<file path="src/rtl/muldiv_seq.sv">
// Iterative RV32M multiply/divide unit: 32-step shift-add multiply or restoring
// divide on a shared 33-bit adder, sign fix-up, one registered result per done pulse.
module muldiv_seq #(
    parameter int XLEN = 32
) (
    input  logic            clk,
    input  logic            rst,
    input  logic            start,
    input  logic [2:0]      op,
    input  logic [XLEN-1:0] A,
    input  logic [XLEN-1:0] B,
    input  logic            flush,
    output logic            busy,
    output logic            done,
    output logic [XLEN-1:0] result
);
    localparam logic [2:0] OP_MUL    = 3'b000;
    localparam logic [2:0] OP_MULH   = 3'b001;
    localparam logic [2:0] OP_MULHSU = 3'b010;
    localparam logic [2:0] OP_DIV    = 3'b100;
    localparam logic [2:0] OP_REM    = 3'b110;

    typedef enum logic [1:0] {ST_IDLE, ST_RUN, ST_FIX, ST_DONE} state_t;
    state_t state, state_next;

    logic [2:0]      op_q;
    logic            sign_a, sign_b;
    logic [XLEN-1:0] hi, lo, divisor;
    logic [4:0]      cnt;

    logic            accept, a_signed, b_signed, in_sign_a, in_sign_b, fast;
    logic [XLEN-1:0] mag_a, mag_b, fast_result;

    // Accept decode: signedness, operand magnitudes and the divide fast paths.
    always_comb begin
        accept    = start && !flush && (state == ST_IDLE || state == ST_DONE);
        a_signed  = (op == OP_MULH) || (op == OP_MULHSU) || (op == OP_DIV) || (op == OP_REM);
        b_signed  = (op == OP_MULH) || (op == OP_DIV) || (op == OP_REM);
        in_sign_a = a_signed && A[XLEN-1];
        in_sign_b = b_signed && B[XLEN-1];
        mag_a     = in_sign_a ? -A : A;
        mag_b     = in_sign_b ? -B : B;
        fast        = 1'b0;
        fast_result = '0;
        if (op[2]) begin
            if (B == '0) begin
                fast        = 1'b1;
                fast_result = op[1] ? A : '1;
            end else if (b_signed && A == {1'b1, {(XLEN-1){1'b0}}} && B == '1) begin
                fast        = 1'b1;
                fast_result = op[1] ? '0 : A;
            end
        end
    end

    logic [XLEN:0]     mul_sum, rem_shift, div_diff;
    logic [2*XLEN-1:0] prod, prod_fix;
    logic [XLEN-1:0]   quot_fix, rem_fix, fix_result;

    // {hi,lo} is the product for multiply and {remainder,quotient} for divide.
    always_comb begin
        mul_sum   = {1'b0, hi} + (lo[0] ? {1'b0, divisor} : '0);
        rem_shift = {hi, lo[XLEN-1]};
        div_diff  = rem_shift - {1'b0, divisor};
        prod      = {hi, lo};
        prod_fix  = (sign_a ^ sign_b) ? -prod : prod;
        quot_fix  = (sign_a ^ sign_b) ? -lo : lo;
        rem_fix   = sign_a ? -hi : hi;
        if (!op_q[2])
            fix_result = (op_q == OP_MUL) ? prod_fix[XLEN-1:0] : prod_fix[2*XLEN-1:XLEN];
        else
            fix_result = op_q[1] ? rem_fix : quot_fix;
    end

    always_ff @(posedge clk) begin
        if (rst) state <= ST_IDLE;
        else     state <= state_next;
    end

    always_comb begin
        state_next = state;
        case (state)
            ST_IDLE, ST_DONE: begin
                if (accept) state_next = fast ? ST_DONE : ST_RUN;
                else        state_next = ST_IDLE;
            end
            ST_RUN:  if (cnt == '0) state_next = ST_FIX;
            ST_FIX:  state_next = ST_DONE;
            default: state_next = ST_IDLE;
        endcase
        if (flush) state_next = ST_IDLE;
    end

    assign busy = (state == ST_RUN) || (state == ST_FIX);
    assign done = (state == ST_DONE);

    always_ff @(posedge clk) begin
        if (rst) begin
            op_q    <= '0;
            sign_a  <= 1'b0;
            sign_b  <= 1'b0;
            hi      <= '0;
            lo      <= '0;
            divisor <= '0;
            cnt     <= '0;
            result  <= '0;
        end else if (!flush) begin
            if (accept) begin
                op_q    <= op;
                sign_a  <= in_sign_a;
                sign_b  <= in_sign_b;
                hi      <= '0;
                lo      <= mag_a;
                divisor <= mag_b;
                cnt     <= 5'd31;
                if (fast) result <= fast_result;
            end else if (state == ST_RUN) begin
                cnt <= cnt - 1'b1;
                if (!op_q[2]) begin
                    hi <= mul_sum[XLEN:1];
                    lo <= {mul_sum[0], lo[XLEN-1:1]};
                end else if (!div_diff[XLEN]) begin
                    hi <= div_diff[XLEN-1:0];
                    lo <= {lo[XLEN-2:0], 1'b1};
                end else begin
                    hi <= rem_shift[XLEN-1:0];
                    lo <= {lo[XLEN-2:0], 1'b0};
                end
            end else if (state == ST_FIX) begin
                result <= fix_result;
            end
        end
    end
endmodule

</file>
<file path="config.mk">
export PLATFORM = sky130hd
export DESIGN_NAME = muldiv_seq
export DESIGN_NICKNAME = d
export VERILOG_FILES = /design/src/rtl/muldiv_seq.sv
export SDC_FILE = /design/constraint.sdc
export NUM_CORES = 1
export LEC_CHECK = 0
export BUFFER_PORTS_ARGS = -buffer_cell sky130_fd_sc_hd__buf_4
export CAP_MARGIN = 30
export CORE_MARGIN = 8
export CORE_UTILIZATION = 24
export CTS_CLUSTER_DIAMETER = 60
export CTS_CLUSTER_SIZE = 40
export DETAILED_ROUTE_END_ITERATION = 16
export MAX_ROUTING_LAYER = met4
export PLACE_DENSITY = 0.5
export RECOVER_POWER = 100
export SKIP_CTS_REPAIR_TIMING = 1
export SYNTH_ARGS = -nofsm -noshare
export SYNTH_HDL_FRONTEND = slang
export SYNTH_SLANG_ARGS = --single-unit
</file>
<file path="constraint.sdc">
create_clock -name clk -period 3.7 [get_ports clk]
set_input_delay 0.74 -clock clk [delete_from_list [all_inputs] [get_ports clk]]
set_output_delay 0.74 -clock clk [all_outputs]
set_load 0.1 [all_outputs]
</file>
==> metrics.md <==
| Metric | Value |
|---|---|
| Internal power | `0.00335 W` |
| Fraction of the cycle the final worst path needs | `a little over nine tenths` |
| Count of cell types in the netlist | `just under 80` |
| Synthesized cell area | `approximately 14000 sq um` |
| Worst endpoint required time | `4.04 ns` |
| Post-Syn Nets | `roughly 2100` |
| DRT Wirelength | `roughly 56000 um` |
| Critical path startpoint category | `flop` |
| Post-synthesis register bit count | `140` |
| Core Box Area | `57600 sq um` |
| DP Cell Count | `around 2800` |
| Transition time at the pin with the least slew margin | `1.42 ns` |
| Routed Antenna Nets | `0` |
| Standby leakage power | `~6.4 nW` |
| Launch point of the worst hold path | `divisor[18]$_SDFFE_PP0P_` |
| Fraction of final layout cells sized beyond drive strength 1 | `between 10% and 20%` |
| Outcome | `finished clean` |
| Critical Path, Cell by Cell | `buf_4, and2_1, ha_1, inv_1, fa_1, nand2b_1, a21oi_1, buf_4, o21ai_0, a211oi_1, buf_4, o21bai_1, and2_1, o211ai_1, xor2_1, a221o_1` |
| Shortest period the worst path allows | `3.57 ns` |
| Top library cells by usage in the layout, fill and taps aside | `sky130_fd_sc_hd__nor2_1, sky130_fd_sc_hd__buf_4, sky130_fd_sc_hd__nand2_1` |
| # diodes | `0` |
| Final-report hold violation count | `0` |
| Most common cell after layout, fill and taps aside | `sky130_fd_sc_hd__nor2_1` |
| Horiz. Die Dim | `around 260 um` |
| Site Rows | `88` |
| Unrepaired setup endpoints after global routing | `yes` |
| Worst hold-check path type | `flop to flop` |
| Largest net degree at the start of global routing | `65` |
| Fraction of registers with async set/reset | `0%` |
| Post-layout total power | `approximately 0.005 W` |
| Initial standard-cell utilization of the core | `between 20% and 30%` |
| Worst Reg-to-Reg Cells | `16` |
| Reg-to-reg critical path endpoint | `hi[29]$_SDFFE_PP0P_` |
| Sequential share of power | `33.0%` |
| Number of vias in the routed layout | `about 15000` |
| Global-route wire length before repair | `~86000 um` |
| Area taken by multi-input logic gates | `10400 sq um` |
| Hold-critical path depth | `2` |
| Clock Sinks | `between 100 and 150` |
| Max-capacitance violation count | `0` |
| Height of the die | `~260 um` |
| Post-route setup slack | `0.130 ns` |
| Worst ir drop on vdd | `~0.00031 V` |
| Most used cell, CP | `sky130_fd_sc_hd__buf_4` |
| Post-Syn Instances | `approximately 1900` |
| Number of iterations in the first detailed-routing pass | `5` |
| Launch point of the worst reg-to-reg path | `lo[0]$_SDFFE_PP0P_` |
| HPWL after detailed placement | `around 44000 um` |
| Hold EP | `divisor[18]$_SDFFE_PP0P_` |
| Power density over cell area | `between 300 and 400 nW/um^2` |
| Number of global-route vias before repair | `14300` |
| Top-level port count | `105` |
| CTS tree | `built` |
| Post-Layout Cell Count | `between 2000 and 3000` |
| Dpl ws | `-0.0838 ns` |
| Number of buffers inserted by port buffering | `between 100 and 150` |
| Root buffer cell | `sky130_fd_sc_hd__clkbuf_16` |
| Number of filler cells placed in the layout | `approximately 6300` |
| Final-layout worst hold slack | `approximately 0.46 ns` |
| CTS clk-pin slew, worst paths | `0.07 ns` |
| Worst endpoint data arrival time | `just under 4 ns` |
| Maximum cell stage delay along the critical path | `0.42 ns` |
| Logic gate share of total power | `between 20 and 30%` |
| # setup viols final | `0` |
| Post-synthesis average cell area | `7.30 sq um` |
| Headroom to the max-slew limit | `about 5.4%` |
| Net load switching power | `between 0.0015 and 0.002 W` |
| Maximum number of buffers from clock root to sink | `2` |
| Cell at the slowest stage of the critical path | `sky130_fd_sc_hd__fa_1` |
| Sequential fraction of the synthesis area | `20.1%` |
| Area Growth Syn to Fin | `18.9%` |
| Yosys warning count | `0` |
| Maximum frequency from static timing analysis | `around 280 MHz` |
| Most used DFF post-synth | `sky130_fd_sc_hd__dfxtp_1` |
| Clock skew after layout | `about 0.013 ns` |
| Starting DRC count in detailed routing | `about 1300` |
| Relative contribution of the clock network to total power | `39.0%` |
| R2R Setup Slk | `~0.13 ns` |
| Critical path endpoint category | `flop` |
| Area occupied by registers | `about 2800 sq um` |
| Number of max-slew violations in the final report | `0` |
| Average detailed-routed wire length per instance | `approximately 20 um` |
| Number of nets in the finished design | `roughly 2200` |
| Maximum net fanout on the critical path | `4` |
| Cts bufs inserted | `17` |
| DRC violation count after routing | `0` |
| Critical path start-end classification | `flop to flop` |
| Die ar. | `roughly 66000 sq um` |
| Overflow left after global routing | `0` |
| Number of flops mapped to enable cells by yosys | `0` |
| Net switching fraction of the power | `about a third` |
| Antenna violations before repair | `0` |
| Number of vias per cell after detailed routing | `approximately 5.3` |
| H-tree levels | `4` |
| Clk_lat worst skew | `approximately 0.45 ns` |
| All-layer global routing usage | `between 15 and 20%` |
| Global placement routability congestion | `0.959` |
power by group through the flow:
stage | Clock, W | Sequential, W | Combinational [W]
4_1_cts | 0.00201 | 0.00167 | 0.00141
5_1_grt | 0.00207 | 0.00168 | 0.00154
3_3_place_gp | 0 | 0.00170 | 0.00140
6_report | 0.00197 | 0.00167 | 0.00142
3_5_place_dp | 0 | 0.00170 | 0.00141
2_1_floorplan | 0 | 0.00171 | 0.000896
per-layer routing:
metal	up-vias	track usage [%]	share of wire, %
li1	7216	-	-
met1	7119	22.8	48
met2	516	25.7	45
met3	63	2.51	6.0
met4	0	3.52	1.6
met5	-	-	0
worst max-delay path, delay by kind of cell (launching register included):
kind,cells,cell delay [ns]
AND/OR/NAND/NOR,3,0.47
flip-flops,1,0.38
AO/OA/AOI/OAI,6,1.25
XOR/XNOR,1,0.12
buffers and inverters,4,0.55
adder cells (fa/ha/maj),2,0.65
through the flow:
step	setup TNS (ns)	instance area [sq um]	utilization (%)
floorplan	0	14000	-
global placement	-0.614	16100	28.0
detailed placement	-1.16	16100	28.0
CTS	0	16800	29.2
global route	-0.00225	16600	28.8
finish	0	16600	28.8
synthesized netlist by cell type, types with 26 or more instances:
master,n,area [sq um]
sky130_fd_sc_hd__nor2_1,216,811
sky130_fd_sc_hd__xor2_1,106,928
sky130_fd_sc_hd__clkbuf_1,118,443
sky130_fd_sc_hd__mux2_2,27,304
sky130_fd_sc_hd__o22ai_1,38,238
sky130_fd_sc_hd__a21o_1,29,218
sky130_fd_sc_hd__nand3_1,26,130
sky130_fd_sc_hd__nor3_1,51,255
sky130_fd_sc_hd__a211oi_1,70,526
sky130_fd_sc_hd__a21oi_1,132,661
sky130_fd_sc_hd__o21ai_0,135,676
sky130_fd_sc_hd__inv_1,68,255
sky130_fd_sc_hd__nand2_1,150,563
sky130_fd_sc_hd__o31ai_1,28,210
sky130_fd_sc_hd__xnor2_1,91,797
sky130_fd_sc_hd__dfxtp_1,140,2800
sky130_fd_sc_hd__ha_1,75,938
flip-flops by register name, indices dropped and copies added (netlist names):
register / flops
sign_a: 1
lo: 32
divisor: 32
hi: 32
state: 2
op_q: 3
cnt: 5
sign_b: 1
result: 32
layout make-up:
type	instances	share of cell area (%)
Timing Repair Buffer	218	9.33
Clock inverter	10	1.14
Clock buffer	21	2.77
Sequential cell	140	16.9
Tap cell	765	5.77
Multi-Input combinational cell	1566	62.5
Inverter	69	1.56
worst max-delay path by stage:
stage	startpoint	to	slack, ns
floorplan	A[13]	result[9]$_SDFFE_PP0P_	0.20
global placement	A[13]	result[1]$_SDFFE_PP0P_	-0.08
detailed placement	A[13]	result[26]$_SDFFE_PP0P_	-0.08
CTS	lo[0]$_SDFFE_PP0P_	hi[31]$_SDFFE_PP0P_	0.008
global route	lo[0]$_SDFFE_PP0P_	hi[29]$_SDFFE_PP0P_	-0.002
finish	lo[0]$_SDFFE_PP0P_	hi[29]$_SDFFE_PP0P_	0.13
cells by family (layout without fill, tap and decap cells):
family	after synthesis	count (layout)	synth area share (%)
AOI/OAI and AO/OA	624	624	29.6
xor gates and xnor gates	197	197	12.4
adders and majority gates	77	77	7.01
buffers and inverters	207	318	5.85
DFF	140	140	20.1
muxes	52	52	3.97
and+or+nand+nor	616	616	21.2
Power figures use the tool's default switching activity.
